===== src/rtl/usb_pkg.sv =====
// Shared USB control definitions: transaction status/reply/type codes,
// standard-request constants, request kinds and the decode/length helpers
// used by usb_stdreply and the request-setting logic.
package usb_pkg;

    localparam int unsigned CODE_W  = 2;
    localparam int unsigned CNT_W   = 2;
    localparam int unsigned EP_W    = 4;
    localparam int unsigned WLEN_W  = 16;
    localparam int unsigned BYTE_W  = 8;

    // Request status between user, this block and the transaction engine.
    localparam logic [CODE_W-1:0] REQ_OK     = 2'd0;
    localparam logic [CODE_W-1:0] REQ_ACTIVE = 2'd1;
    localparam logic [CODE_W-1:0] REQ_FAIL   = 2'd2;

    // Handshake reply to the transaction engine.
    localparam logic [CODE_W-1:0] REPLY_ACK   = 2'd0;
    localparam logic [CODE_W-1:0] REPLY_NAK   = 2'd1;
    localparam logic [CODE_W-1:0] REPLY_STALL = 2'd2;

    // Transaction type.
    localparam logic [CODE_W-1:0] TYPE_SETUP = 2'd0;
    localparam logic [CODE_W-1:0] TYPE_OUT   = 2'd1;
    localparam logic [CODE_W-1:0] TYPE_IN    = 2'd2;

    // bmRequestType values for device-to-host standard requests.
    localparam logic [BYTE_W-1:0] BM_STD_DEV_IN = 8'h80;
    localparam logic [BYTE_W-1:0] BM_STD_IF_IN  = 8'h81;
    localparam logic [BYTE_W-1:0] BM_STD_EP_IN  = 8'h82;

    // bRequest codes.
    localparam logic [BYTE_W-1:0] B_GET_STATUS        = 8'h00;
    localparam logic [BYTE_W-1:0] B_GET_CONFIGURATION = 8'h08;

    typedef enum logic [2:0] {
        KIND_NONE    = 3'd0,
        KIND_GET_CFG = 3'd1,
        KIND_STS_DEV = 3'd2,
        KIND_STS_IF  = 3'd3,
        KIND_STS_EP  = 3'd4
    } req_kind_e;

    typedef enum logic [2:0] {
        ST_IDLE       = 3'd0,
        ST_SETUP      = 3'd1,
        ST_DATA_IN    = 3'd2,
        ST_STATUS_OUT = 3'd3,
        ST_BYPASS     = 3'd4
    } stdreply_state_e;

    // SETUP packet fields this block cares about.
    typedef struct packed {
        logic [BYTE_W-1:0] bm_request_type;
        logic [BYTE_W-1:0] b_request;
        logic [EP_W-1:0]   w_index;
        logic [WLEN_W-1:0] w_length;
    } setup_pkt_t;

    // Map a SETUP header onto one of the intercepted standard requests.
    function automatic req_kind_e decode_std_req(input logic [BYTE_W-1:0] bm,
                                                 input logic [BYTE_W-1:0] b);
        req_kind_e k;
        k = KIND_NONE;
        if (b == B_GET_CONFIGURATION) begin
            if (bm == BM_STD_DEV_IN) k = KIND_GET_CFG;
        end else if (b == B_GET_STATUS) begin
            case (bm)
                BM_STD_DEV_IN: k = KIND_STS_DEV;
                BM_STD_IF_IN:  k = KIND_STS_IF;
                BM_STD_EP_IN:  k = KIND_STS_EP;
                default:       k = KIND_NONE;
            endcase
        end
        return k;
    endfunction

    // Full data-stage length of each intercepted request.
    function automatic logic [CNT_W-1:0] natural_len(input req_kind_e k);
        logic [CNT_W-1:0] n;
        case (k)
            KIND_GET_CFG: n = CNT_W'(1);
            KIND_STS_DEV,
            KIND_STS_IF,
            KIND_STS_EP:  n = CNT_W'(2);
            default:      n = '0;
        endcase
        return n;
    endfunction

    // Data-stage length actually sent: the host may ask for fewer bytes.
    function automatic logic [CNT_W-1:0] clip_len(input logic [WLEN_W-1:0] wlen,
                                                  input logic [CNT_W-1:0]  nat);
        logic [CNT_W-1:0] n;
        if (wlen < WLEN_W'(nat)) n = wlen[CNT_W-1:0];
        else                     n = nat;
        return n;
    endfunction

endpackage


===== src/rtl/usb_stdreply_rom.sv =====
// Data-stage byte table for the intercepted standard requests.
// Ports:
//   kind_i      latched request kind
//   cnt_i       index of the byte currently presented
//   configval_i current configuration value (GetConfiguration)
//   halt_i      halt flag of the latched endpoint (GetStatus(endpoint))
//   data_o      byte at index cnt_i (combinational)
module usb_stdreply_rom
    import usb_pkg::*;
#(
    parameter bit SELF_POWERED  = 1'b0,
    parameter bit REMOTE_WAKEUP = 1'b0
) (
    input  req_kind_e          kind_i,
    input  logic [CNT_W-1:0]   cnt_i,
    input  logic [BYTE_W-1:0]  configval_i,
    input  logic               halt_i,
    output logic [BYTE_W-1:0]  data_o
);

    // Only byte 0 carries information; every later byte is 0x00.
    always_comb begin
        data_o = '0;
        if (cnt_i == '0) begin
            case (kind_i)
                KIND_GET_CFG: data_o = configval_i;
                KIND_STS_DEV: data_o = {6'b0, REMOTE_WAKEUP, SELF_POWERED};
                KIND_STS_EP:  data_o = {7'b0, halt_i};
                default:      data_o = '0;
            endcase
        end
    end

endmodule


===== src/rtl/usb_stdreply.sv =====
// Answers the standard GetConfiguration / GetStatus control requests on
// endpoint 0 and passes every other transaction through to the user.
// Ports:
//   clk, rst0_async                 clock, async active-low reset
//   bm_request_type, b_request,
//   w_index, w_length               SETUP fields
//   trsac_type, trsac_ep            current transaction type / endpoint
//   trsac_req_in, trsac_reply_in    status / reply from the user
//   trsac_req_out, trsac_reply_out  status / reply to the transaction engine
//   dev_configval, ep_halt          device state reported by the requests
//   tx_rd                           engine consumed the current IN byte
//   tx_data, tx_last, tx_zlp        IN data-stage byte stream
module usb_stdreply
    import usb_pkg::*;
#(
    parameter bit SELF_POWERED  = 1'b0,
    parameter bit REMOTE_WAKEUP = 1'b0
) (
    input  logic               clk,
    input  logic               rst0_async,
    input  logic [BYTE_W-1:0]  bm_request_type,
    input  logic [BYTE_W-1:0]  b_request,
    input  logic [EP_W-1:0]    w_index,
    input  logic [WLEN_W-1:0]  w_length,
    input  logic [CODE_W-1:0]  trsac_type,
    input  logic [EP_W-1:0]    trsac_ep,
    input  logic [CODE_W-1:0]  trsac_req_in,
    input  logic [CODE_W-1:0]  trsac_reply_in,
    output logic [CODE_W-1:0]  trsac_req_out,
    output logic [CODE_W-1:0]  trsac_reply_out,
    input  logic [BYTE_W-1:0]  dev_configval,
    input  logic [15:0]        ep_halt,
    input  logic               tx_rd,
    output logic [BYTE_W-1:0]  tx_data,
    output logic               tx_last,
    output logic               tx_zlp
);

    stdreply_state_e   state_q;
    stdreply_state_e   ret_q;
    req_kind_e         kind_q;
    logic [CNT_W-1:0]  len_q;
    logic [CNT_W-1:0]  cnt_q;
    logic [EP_W-1:0]   idx_q;
    logic              act_q;

    setup_pkt_t        setup_c;
    req_kind_e         kind_c;
    logic              xact_c;
    logic              ep0_c;
    logic              setup_ep0_c;
    logic              intercept_c;
    logic              in_ep0_c;
    logic              out_ep0_c;
    logic              ctl_busy_c;
    logic              redecode_c;
    logic              foreign_c;
    logic              pass_c;
    logic              halt_bit_c;

    // Transaction classification and pass-through decision.
    always_comb begin
        setup_c.bm_request_type = bm_request_type;
        setup_c.b_request       = b_request;
        setup_c.w_index         = w_index;
        setup_c.w_length        = w_length;
        kind_c      = decode_std_req(setup_c.bm_request_type, setup_c.b_request);
        xact_c      = (trsac_req_in == REQ_ACTIVE);
        ep0_c       = (trsac_ep == '0);
        setup_ep0_c = xact_c && ep0_c && (trsac_type == TYPE_SETUP);
        intercept_c = setup_ep0_c && (kind_c != KIND_NONE);
        in_ep0_c    = xact_c && ep0_c && (trsac_type == TYPE_IN);
        out_ep0_c   = xact_c && ep0_c && (trsac_type == TYPE_OUT);
        ctl_busy_c  = (state_q == ST_DATA_IN) || (state_q == ST_STATUS_OUT);
        // A new SETUP on ep0 aborts a running transfer and is decoded afresh.
        redecode_c  = setup_ep0_c && ctl_busy_c;
        // Traffic for other endpoints may interleave with the control transfer.
        foreign_c   = xact_c && !ep0_c && ctl_busy_c;
        // The user's reply is visible already in the cycle the bypass starts.
        pass_c      = (state_q == ST_BYPASS)
                   || ((state_q == ST_IDLE) && xact_c && !intercept_c)
                   || (redecode_c && !intercept_c)
                   || foreign_c;
    end

    // Status always follows the user; reply is ours unless bypassing.
    always_comb begin
        trsac_req_out   = trsac_req_in;
        trsac_reply_out = REPLY_ACK;
        if (pass_c) begin
            trsac_reply_out = trsac_reply_in;
        end
        if (!rst0_async) begin
            trsac_req_out   = REQ_OK;
            trsac_reply_out = REPLY_ACK;
        end
    end

    assign halt_bit_c = ep_halt[idx_q];
    assign tx_last    = (cnt_q == (len_q - CNT_W'(1)));
    assign tx_zlp     = (len_q == '0);

    usb_stdreply_rom #(
        .SELF_POWERED  (SELF_POWERED),
        .REMOTE_WAKEUP (REMOTE_WAKEUP)
    ) u_rom (
        .kind_i      (kind_q),
        .cnt_i       (cnt_q),
        .configval_i (dev_configval),
        .halt_i      (halt_bit_c),
        .data_o      (tx_data)
    );

    // Control-transfer sequencer.
    always_ff @(posedge clk or negedge rst0_async) begin
        if (!rst0_async) begin
            state_q <= ST_IDLE;
            ret_q   <= ST_IDLE;
            kind_q  <= KIND_NONE;
            len_q   <= '0;
            cnt_q   <= '0;
            idx_q   <= '0;
            act_q   <= 1'b0;
        end else if (redecode_c) begin
            act_q  <= 1'b0;
            cnt_q  <= '0;
            kind_q <= KIND_NONE;
            len_q  <= '0;
            idx_q  <= '0;
            ret_q  <= ST_IDLE;
            state_q <= intercept_c ? ST_SETUP : ST_BYPASS;
        end else if (foreign_c) begin
            ret_q   <= state_q;
            state_q <= ST_BYPASS;
        end else begin
            case (state_q)
                ST_IDLE: begin
                    if (xact_c) begin
                        ret_q   <= ST_IDLE;
                        state_q <= intercept_c ? ST_SETUP : ST_BYPASS;
                    end
                end
                ST_SETUP: begin
                    kind_q <= kind_c;
                    len_q  <= clip_len(setup_c.w_length, natural_len(kind_c));
                    idx_q  <= setup_c.w_index;
                    cnt_q  <= '0;
                    act_q  <= 1'b0;
                    if (trsac_req_in == REQ_OK) begin
                        state_q <= ST_DATA_IN;
                    end else if (trsac_req_in == REQ_FAIL) begin
                        state_q <= ST_IDLE;
                        kind_q  <= KIND_NONE;
                        len_q   <= '0;
                        idx_q   <= '0;
                    end
                end
                ST_DATA_IN: begin
                    if (tx_rd && (cnt_q < len_q)) begin
                        cnt_q <= cnt_q + CNT_W'(1);
                    end
                    if (in_ep0_c) begin
                        act_q <= 1'b1;
                    end else if (act_q && (trsac_req_in == REQ_OK)) begin
                        act_q   <= 1'b0;
                        state_q <= ST_STATUS_OUT;
                    end else if (act_q && (trsac_req_in == REQ_FAIL)) begin
                        // Host will retry the IN: replay from the first byte.
                        act_q <= 1'b0;
                        cnt_q <= '0;
                    end
                end
                ST_STATUS_OUT: begin
                    if (out_ep0_c) begin
                        act_q <= 1'b1;
                    end else if (act_q && ((trsac_req_in == REQ_OK) ||
                                           (trsac_req_in == REQ_FAIL))) begin
                        act_q   <= 1'b0;
                        state_q <= ST_IDLE;
                        kind_q  <= KIND_NONE;
                        len_q   <= '0;
                        cnt_q   <= '0;
                        idx_q   <= '0;
                    end
                end
                ST_BYPASS: begin
                    if (!xact_c) begin
                        state_q <= ret_q;
                    end
                end
                default: begin
                    state_q <= ST_IDLE;
                end
            endcase
        end
    end

endmodule


===== config.mk =====
export PLATFORM = sky130hd
export DESIGN_NAME = usb_stdreply
export DESIGN_NICKNAME = d
export VERILOG_FILES = /design/src/rtl/usb_pkg.sv /design/src/rtl/usb_stdreply_rom.sv /design/src/rtl/usb_stdreply.sv
export SDC_FILE = /design/constraint.sdc
export NUM_CORES = 1
export LEC_CHECK = 0
export ABC_AREA = 1
export CORE_AREA = 3 3 92 50
export CTS_BUF_LIST = sky130_fd_sc_hd__clkbuf_8 sky130_fd_sc_hd__clkbuf_16
export CTS_CLUSTER_SIZE = 10
export DETAILED_ROUTE_END_ITERATION = 7
export DIE_AREA = 0 0 95 53
export PLACE_DENSITY = 0.82
export SLEW_MARGIN = 30
export SYNTH_ARGS = -nofsm -noshare
export SYNTH_HDL_FRONTEND = slang
export SYNTH_SLANG_ARGS = --single-unit

===== constraint.sdc =====
create_clock -name clk -period 6.1 [get_ports clk]
set_clock_uncertainty 0.05 [all_clocks]
set_input_delay 1.83 -clock clk [delete_from_list [all_inputs] [get_ports clk]]
set_output_delay 1.83 -clock clk [all_outputs]
set_load 0.03 [all_outputs]

After elaboration in Yosys (flattened, before gate mapping)
Cells that the tools add are included.
{"block": "totals", "register_bits": 18, "in_bits": 73, "out_inout_bits": 14, "elab_cells": 149}
{"block": "op_classes", "n_addsub": 2, "order_cmp": 3, "eq_ne": 31, "muxes": 66, "n_reduce_logical": 40}
{"operator": "$mux W3", "count": 21}
{"operator": "$mux W2", "count": 19}
{"operator": "$eq A8 B8 Y1 const B", "count": 3}
{"operator": "$mux W4", "count": 6}
{"operator": "$lt A16 B2 Y1", "count": 1}
{"operator": "$ne A4 B4 Y1 const B", "count": 4}
{"operator": "$pmux W8 S2", "count": 1}
{"operator": "$logic_and A1 B1 Y1", "count": 15}
{"operator": "$pmux W3 S5", "count": 1}
{"operator": "$eq A3 B2 Y1 const B", "count": 4}
{"operator": "$ne A4 B3 Y1 const B", "count": 3}
{"operator": "$reduce_and A4 Y1", "count": 3}
{"operator": "$reduce_bool A3 Y1", "count": 4}
{"operator": "$eq A3 B1 Y1 const B", "count": 3}
{"operator": "$eq A3 B3 Y1 const B", "count": 3}
{"operator": "$mux W1", "count": 9}
{"operator": "$pmux W3 S3", "count": 1}
{"operator": "$eq A8 B4 Y1 const B", "count": 1}
{"operator": "$logic_not A2 Y1", "count": 4}
{"operator": "$logic_not A8 Y1", "count": 1}
{"operator": "$mux W8", "count": 1}
{"operator": "$pmux W2 S2", "count": 2}
{"operator": "$pmux W4 S2", "count": 1}
{"operator": "$reduce_and A7 Y1", "count": 1}
{"operator": "23 further kinds", "count": 30}

Depth between registers and ports, before layout
{"block": "logic_depth", "word_depth": 17, "mapped_depth": 13, "depth_no_buf": 13}

Hierarchy
From an unflattened synthesis, not the netlist that was laid out.
{"block": "hier_totals", "hier_cells": 272, "area_unflattened_um2": 1717.9}
{"mod": "usb_stdreply", "instances": 1, "cells_each": 256, "area_per_inst_um2": 1575.3, "seq_area_each_um2": 450.4}
{"mod": "usb_stdreply_rom", "instances": 1, "cells_each": 16, "area_per_inst_um2": 142.6, "seq_area_each_um2": 0.0}

Worst setup path before layout
OpenSTA, ideal clock, no wires.
{"block": "synth_path", "kind": "input to output", "startpoint": "input port trsac_ep[1]", "endpoint": "output port trsac_reply_out[0]", "arrival_time_ns": 3.064, "slack_ns": 1.156, "stages": 9, "path_buffers": 0, "cell_sequence": "nor2_1 nand3_1 nor2_8 nand3_4 nand2_1 nand2_1 nand3_1 nand2_1 nor2_1"}
{"block": "synth_between", "elab_chain_len": 11, "elab_cells_between_ends": 16}
{"element": "start, declared", "line_no": "usb_stdreply.sv:26", "source": "input logic [EP_W-1:0] trsac_ep,"}
{"element": "$logic_not A4 Y1 *", "line_no": "usb_stdreply.sv:69", "source": "ep0_c = (trsac_ep == '0);"}
{"element": "$logic_and A1 B1 Y1 (2 in a row)", "line_no": "usb_stdreply.sv:70", "source": "setup_ep0_c = xact_c && ep0_c && (trsac_type == TYPE_SETUP);"}
{"element": "$logic_and A1 B1 Y1", "line_no": "usb_stdreply.sv:71", "source": "intercept_c = setup_ep0_c && (kind_c != KIND_NONE);"}
{"element": "$logic_not A1 Y1", "line_no": "usb_stdreply.sv:81, usb_stdreply.sv:82"}
{"element": "$logic_and A1 B1 Y1", "line_no": "usb_stdreply.sv:81", "source": "|| ((state_q == ST_IDLE) && xact_c && !intercept_c)"}
{"element": "$logic_or A1 B1 Y1", "line_no": "usb_stdreply.sv:81"}
{"element": "$logic_or A1 B1 Y1", "line_no": "usb_stdreply.sv:82", "source": "|| (redecode_c && !intercept_c)"}
{"element": "$logic_or A1 B1 Y1 *", "line_no": "usb_stdreply.sv:83", "source": "|| foreign_c;"}
{"element": "$mux W2 *", "line_no": "usb_stdreply.sv:90", "source": "if (pass_c) begin"}
{"element": "$mux W2 *", "line_no": "usb_stdreply.sv:93", "source": "if (!rst0_async) begin"}
{"element": "end, declared", "line_no": "usb_stdreply.sv:30", "source": "output logic [CODE_W-1:0] trsac_reply_out,"}
Every way passes the cells marked *; elsewhere a longest branch is shown, timed or not.

Worst setup path after layout
{"block": "layout_path", "startpoint": "input port trsac_req_in[0]", "endpoint": "output port trsac_reply_out[0]"}
{"block": "layout_between", "elab_chain_len": 11, "elab_cells_between_ends": 16}
{"element": "start, declared", "line_no": "usb_stdreply.sv:27", "source": "input logic [CODE_W-1:0] trsac_req_in,"}
{"element": "$eq A2 B1 Y1 *", "line_no": "usb_stdreply.sv:68", "source": "xact_c = (trsac_req_in == REQ_ACTIVE);"}
{"element": "$logic_and A1 B1 Y1 (2 in a row)", "line_no": "usb_stdreply.sv:70"}
{"element": "$logic_and A1 B1 Y1", "line_no": "usb_stdreply.sv:71"}
{"element": "$logic_not A1 Y1", "line_no": "usb_stdreply.sv:81, usb_stdreply.sv:82"}
{"element": "$logic_and A1 B1 Y1", "line_no": "usb_stdreply.sv:81"}
{"element": "$logic_or A1 B1 Y1", "line_no": "usb_stdreply.sv:81"}
{"element": "$logic_or A1 B1 Y1", "line_no": "usb_stdreply.sv:82"}
{"element": "$logic_or A1 B1 Y1 *", "line_no": "usb_stdreply.sv:83"}
{"element": "$mux W2 *", "line_no": "usb_stdreply.sv:90"}
{"element": "$mux W2 *", "line_no": "usb_stdreply.sv:93"}
Marked as above.

==> results.md <==
- The floorplan step defined a die boundary enclosing 5035 um^2.
- In this design, the critical path's most frequently occurring cell is sky130_fd_sc_hd__nand2_1.
- After detailed routing, the total wire length is 4.790 mm.
- The clock reaches the later pin of the worst-skew pair after 260 ps.
- The final number of hold-violating endpoints is 0.
- The pin slew with the least headroom to its limit is 529.8 ps.
- The static leakage power is 1.262 nW.
- The initial antenna violation count is 0.
- The largest fanout on the critical path is 5.
- During I/O placement, the number of pins put on the boundary was 87.
- The number of nets at the end of the flow is 434.
- The worst setup path is launched from an input port.
- The run finished with clean final reports.
- The number of placement rows is 16.
- The data arrival time of the critical path is 3710 ps.
- The total via count after detailed routing is 1953.
- The clock tree root driver cell is sky130_fd_sc_hd__clkbuf_8.
- The hold-critical path depth is 2.
- The horizontal extent of the die is 95 um.
- The die is 53 um tall.
- The first detailed-routing pass took 5 iterations.
- The maximum clock path buffer count is 2.
- The startpoint identified for the worst hold timing path is len_q[1].
- The number of cells on the worst reg-to-reg path is 8.
- Counting the buffers created by CTS gives 3.
- Setup violations remaining at the end of the flow were counted as 0.
- The H-tree depth is 1.
- Counting both buffers and inverters, the worst setup path holds a total of 4.
- The synthesized design devotes to its leading area cell type 27.54% of total area.
- Global routing used 19.43% of the available tracks across all layers.
- Once detailed placement completed, the half-perimeter wirelength came to 4.067 mm.
- The power per cell area is 220.1 nW/um^2.
- The slowest cell on the critical path is sky130_fd_sc_hd__clkdlybuf4s50_1.
- The maximum clock frequency is 0.1790 GHz.
- The non-filler instance count after layout is 409.
- In this run the cell area measured after placement is 2567 um^2.
- Input and output buffers added on the ports amount to 86.
- In the final routed layout, each cell accounts on average for 11.71 um.
- After detailed routing, the number of remaining DRC violations is 0.
- Dividing the final minimum period by the clock period gives 91.57%.
- Among all cell types in the netlist, the one instantiated most often is sky130_fd_sc_hd__nand2_1.
- The largest total area in the synthesized netlist belongs to sky130_fd_sc_hd__dfrtp_1.
- The first global-routing pass estimated 7.721 mm of wire.
- The endpoint identified for the worst register-to-register timing path is state_q[2].
- TritonCTS built the clock tree.
- The initial cell density of the core is 42.33%.
- By count the netlist is led by 62 x sky130_fd_sc_hd__nand2_1, 50 x sky130_fd_sc_hd__nor2_1, 46 x sky130_fd_sc_hd__inv_1.
- The critical setup path kind is input port to output port.
- The worst path needs 5586 ps of the cycle, external delays included.
- The signal on the critical path passes through clkdlybuf4s50_1 -> inv_2 -> nor2_4 -> inv_2 -> nor2_8 -> nand3_4 -> nand2_1 -> nand2_1 -> nand3_1 -> nand2_1 -> nor2_1 -> dlymetal6s2s_1.
- The number of hold buffers added after cts is 0.
- The average size of a mapped cell is 6.171 um^2.
- The commonest register cell after synthesis is sky130_fd_sc_hd__dfrtp_1.
- In the routed layout, each cell is associated on average with a via count of 4.775.
- Max-cap violations in this run came to 0.
- CTS saw 18 sinks.
- The dominant delay contributor by cell family on the critical path is buffers and inverters.
- The final global-route overflow total is 0.
- Of the cells placed in the final design, the portion with a size suffix greater than 1 is 5.915%.
- Data on the critical path is required at its endpoint by 4220 ps.
- The floorplan step defined a core boundary enclosing 3864 um^2.
- Counting the fill cells in the layout gives 331.
- Sequential elements use 27.54% of the synthesized area.
- The number of pins with negative max-slew slack in the final report is 0.
- The worst setup path is captured at an output port.
- The area added between synthesis and finish is 60.67%.
- The warning count from the yosys run is 0.
- Measured against its own limit, the worst slew margin works out to 64.57%.
- Counting every instance in the synthesized netlist gives 265.
- In this run the critical register-to-register path is launched from state_q[0].
- The total placed cells including tap cells is 405.
- After layout, the design draws a total of 578.2 uW.
- Summed over all failing endpoints, the final setup total negative slack is 0 ps.
- By area the synthesized netlist is led by sky130_fd_sc_hd__dfrtp_1 28%, sky130_fd_sc_hd__nand2_1 14%, sky130_fd_sc_hd__nor2_1 11%.
- The final instance area is 2628 um^2.
- The post-synthesis register bit count is 18.
- The detailed router finished its first iteration with 52 violations.
- Setup repair after global routing left no endpoint under its margin.
- The largest single stage delay on the critical path is 540 ps.
- The class of the worst hold path is register to register.
- Entering global routing, the biggest net connects 12 pins.
- Measured on the finished design, the core utilization comes to 68.01%.
- The clock transition at the register clock pins on the worst setup and hold paths after CTS is 70 ps.
- The netlist uses 31 different library cells.
- The routability-driven placement congestion ratio is 0.9844.
- 0 antenna diodes ended up in the layout.
- After synthesis, the share of flip-flops with an asynchronous set or reset is 100.0%.
- For flop-to-flop paths, the worst setup slack is 4310 ps.
- The number of global-route vias before repair is 1729.
- Yosys mapped a number of flops with a built-in enable equal to 0.
- The post-synth net total is 343.
- For hold timing, the worst endpoint is len_q[1].
- The cell area after synthesis is 1635 um^2.
- Across the VDD grid, the largest voltage drop is 0.0001431 V.
- The count of nets left with antenna violations once routing finished came out at 0.
-- worst max-delay path by stage --
stage / startpoint / to / slack [ps] / depth (start not counted)
3_3_place_gp: trsac_req_in[0] / trsac_reply_out[1] / 210 / 12
4_1_cts: trsac_req_in[0] / trsac_reply_out[0] / 140 / 12
6_report: trsac_req_in[0] / trsac_reply_out[0] / 510 / 12
2_1_floorplan: trsac_ep[1] / trsac_reply_out[0] / 1160 / 9
3_5_place_dp: trsac_req_in[0] / trsac_reply_out[1] / 160 / 12
5_1_grt: trsac_req_in[0] / trsac_reply_out[1] / 310 / 12
-- worst min-delay path, stage by stage, from the launching register on --
cell	delay (ps)
sky130_fd_sc_hd__dfrtp_1	340
sky130_fd_sc_hd__nand2_1	70
sky130_fd_sc_hd__o21ai_2	50
-- cell type report --
| cell class | count | area, um^2 | share of cell area [%] |
|---|---|---|---|
| Multi-Input combinational cell | 197 | 997.2 | 37.95 |
| Timing Repair Buffer | 87 | 873.3 | 33.24 |
| Sequential cell | 18 | 450.4 | 17.14 |
| Inverter | 49 | 183.9 | 7.000 |
| Tap cell | 54 | 67.56 | 2.571 |
| Clock buffer | 4 | 55.05 | 2.095 |
-- timing repair --
item	CTS	global route
setup buffers	0	0
endpoints found under the setup margin	0	2
gates resized for setup	0	2
-- power by group --
part / switching, mW / internal [mW]
Combinational: 0.172 / 0.125
Clock: 0.0441 / 0.0575
Sequential: 0.0349 / 0.145
Total: 0.251 / 0.327
-- routing by layer --
layer	up-vias	global-route usage, %	wire [um]
met5	-	0	0
met4	0	4.067	8
met3	2	4.261	302
met2	67	36.17	2389
met1	860	23.23	2090
li1	1024	-	-
-- through the flow --
step | setup WS (ps) | hold slack, ps
floorplan | 1156 | 405.0
global placement | 206.9 | 425.9
detailed placement | 161.1 | 427.7
CTS | 138.7 | 445.0
global route | 313.5 | 459.3
finish | 514.1 | 439.7
-- sequential cells by signal, summed over array words and instances (netlist names) --
| name | cells |
|---|---|
| idx_q | 4 |
| kind_q | 3 |
| ret_q | 3 |
| state_q | 3 |
| cnt_q | 2 |
| len_q | 2 |
| act_q | 1 |
-- placed cells by master (no fill, tap or decap), drive strengths merged --
cell type      synthesis  routed
o211ai                 3       3
o221ai                 1       1
o22ai                  2       2
nor2                  52      52
and3                   1       1
nor4                   3       3
clkdlybuf4s50          0      84
nor3                   4       4
and2                   1       1
inv                   49      49
a22oi                  2       2
dfrtp                 18      18
ha                     5       5
dlymetal6s2s           0       2
a21oi                  4       4
buf                    0       1
nand3b                 1       1
nand2                 65      65
clkbuf                 1       4
o21ai                 27      27
nand4                  3       3
nand3                 22      22
xnor2                  1       1
-- kinds of logic (layout without fill, tap and decap cells) --
| kind of cell | after synthesis | count (layout) | synth area share, % |
|---|---|---|---|
| fa+ha+maj | 5 | 5 | 3.826 |
| buf+inv | 50 | 140 | 11.48 |
| flops | 18 | 18 | 27.54 |
| xor+xnor | 1 | 1 | 0.5357 |
| compound gates | 39 | 39 | 14.00 |
| simple gates | 152 | 152 | 42.62 |
No activity file was read; power rests on OpenSTA's default activity.
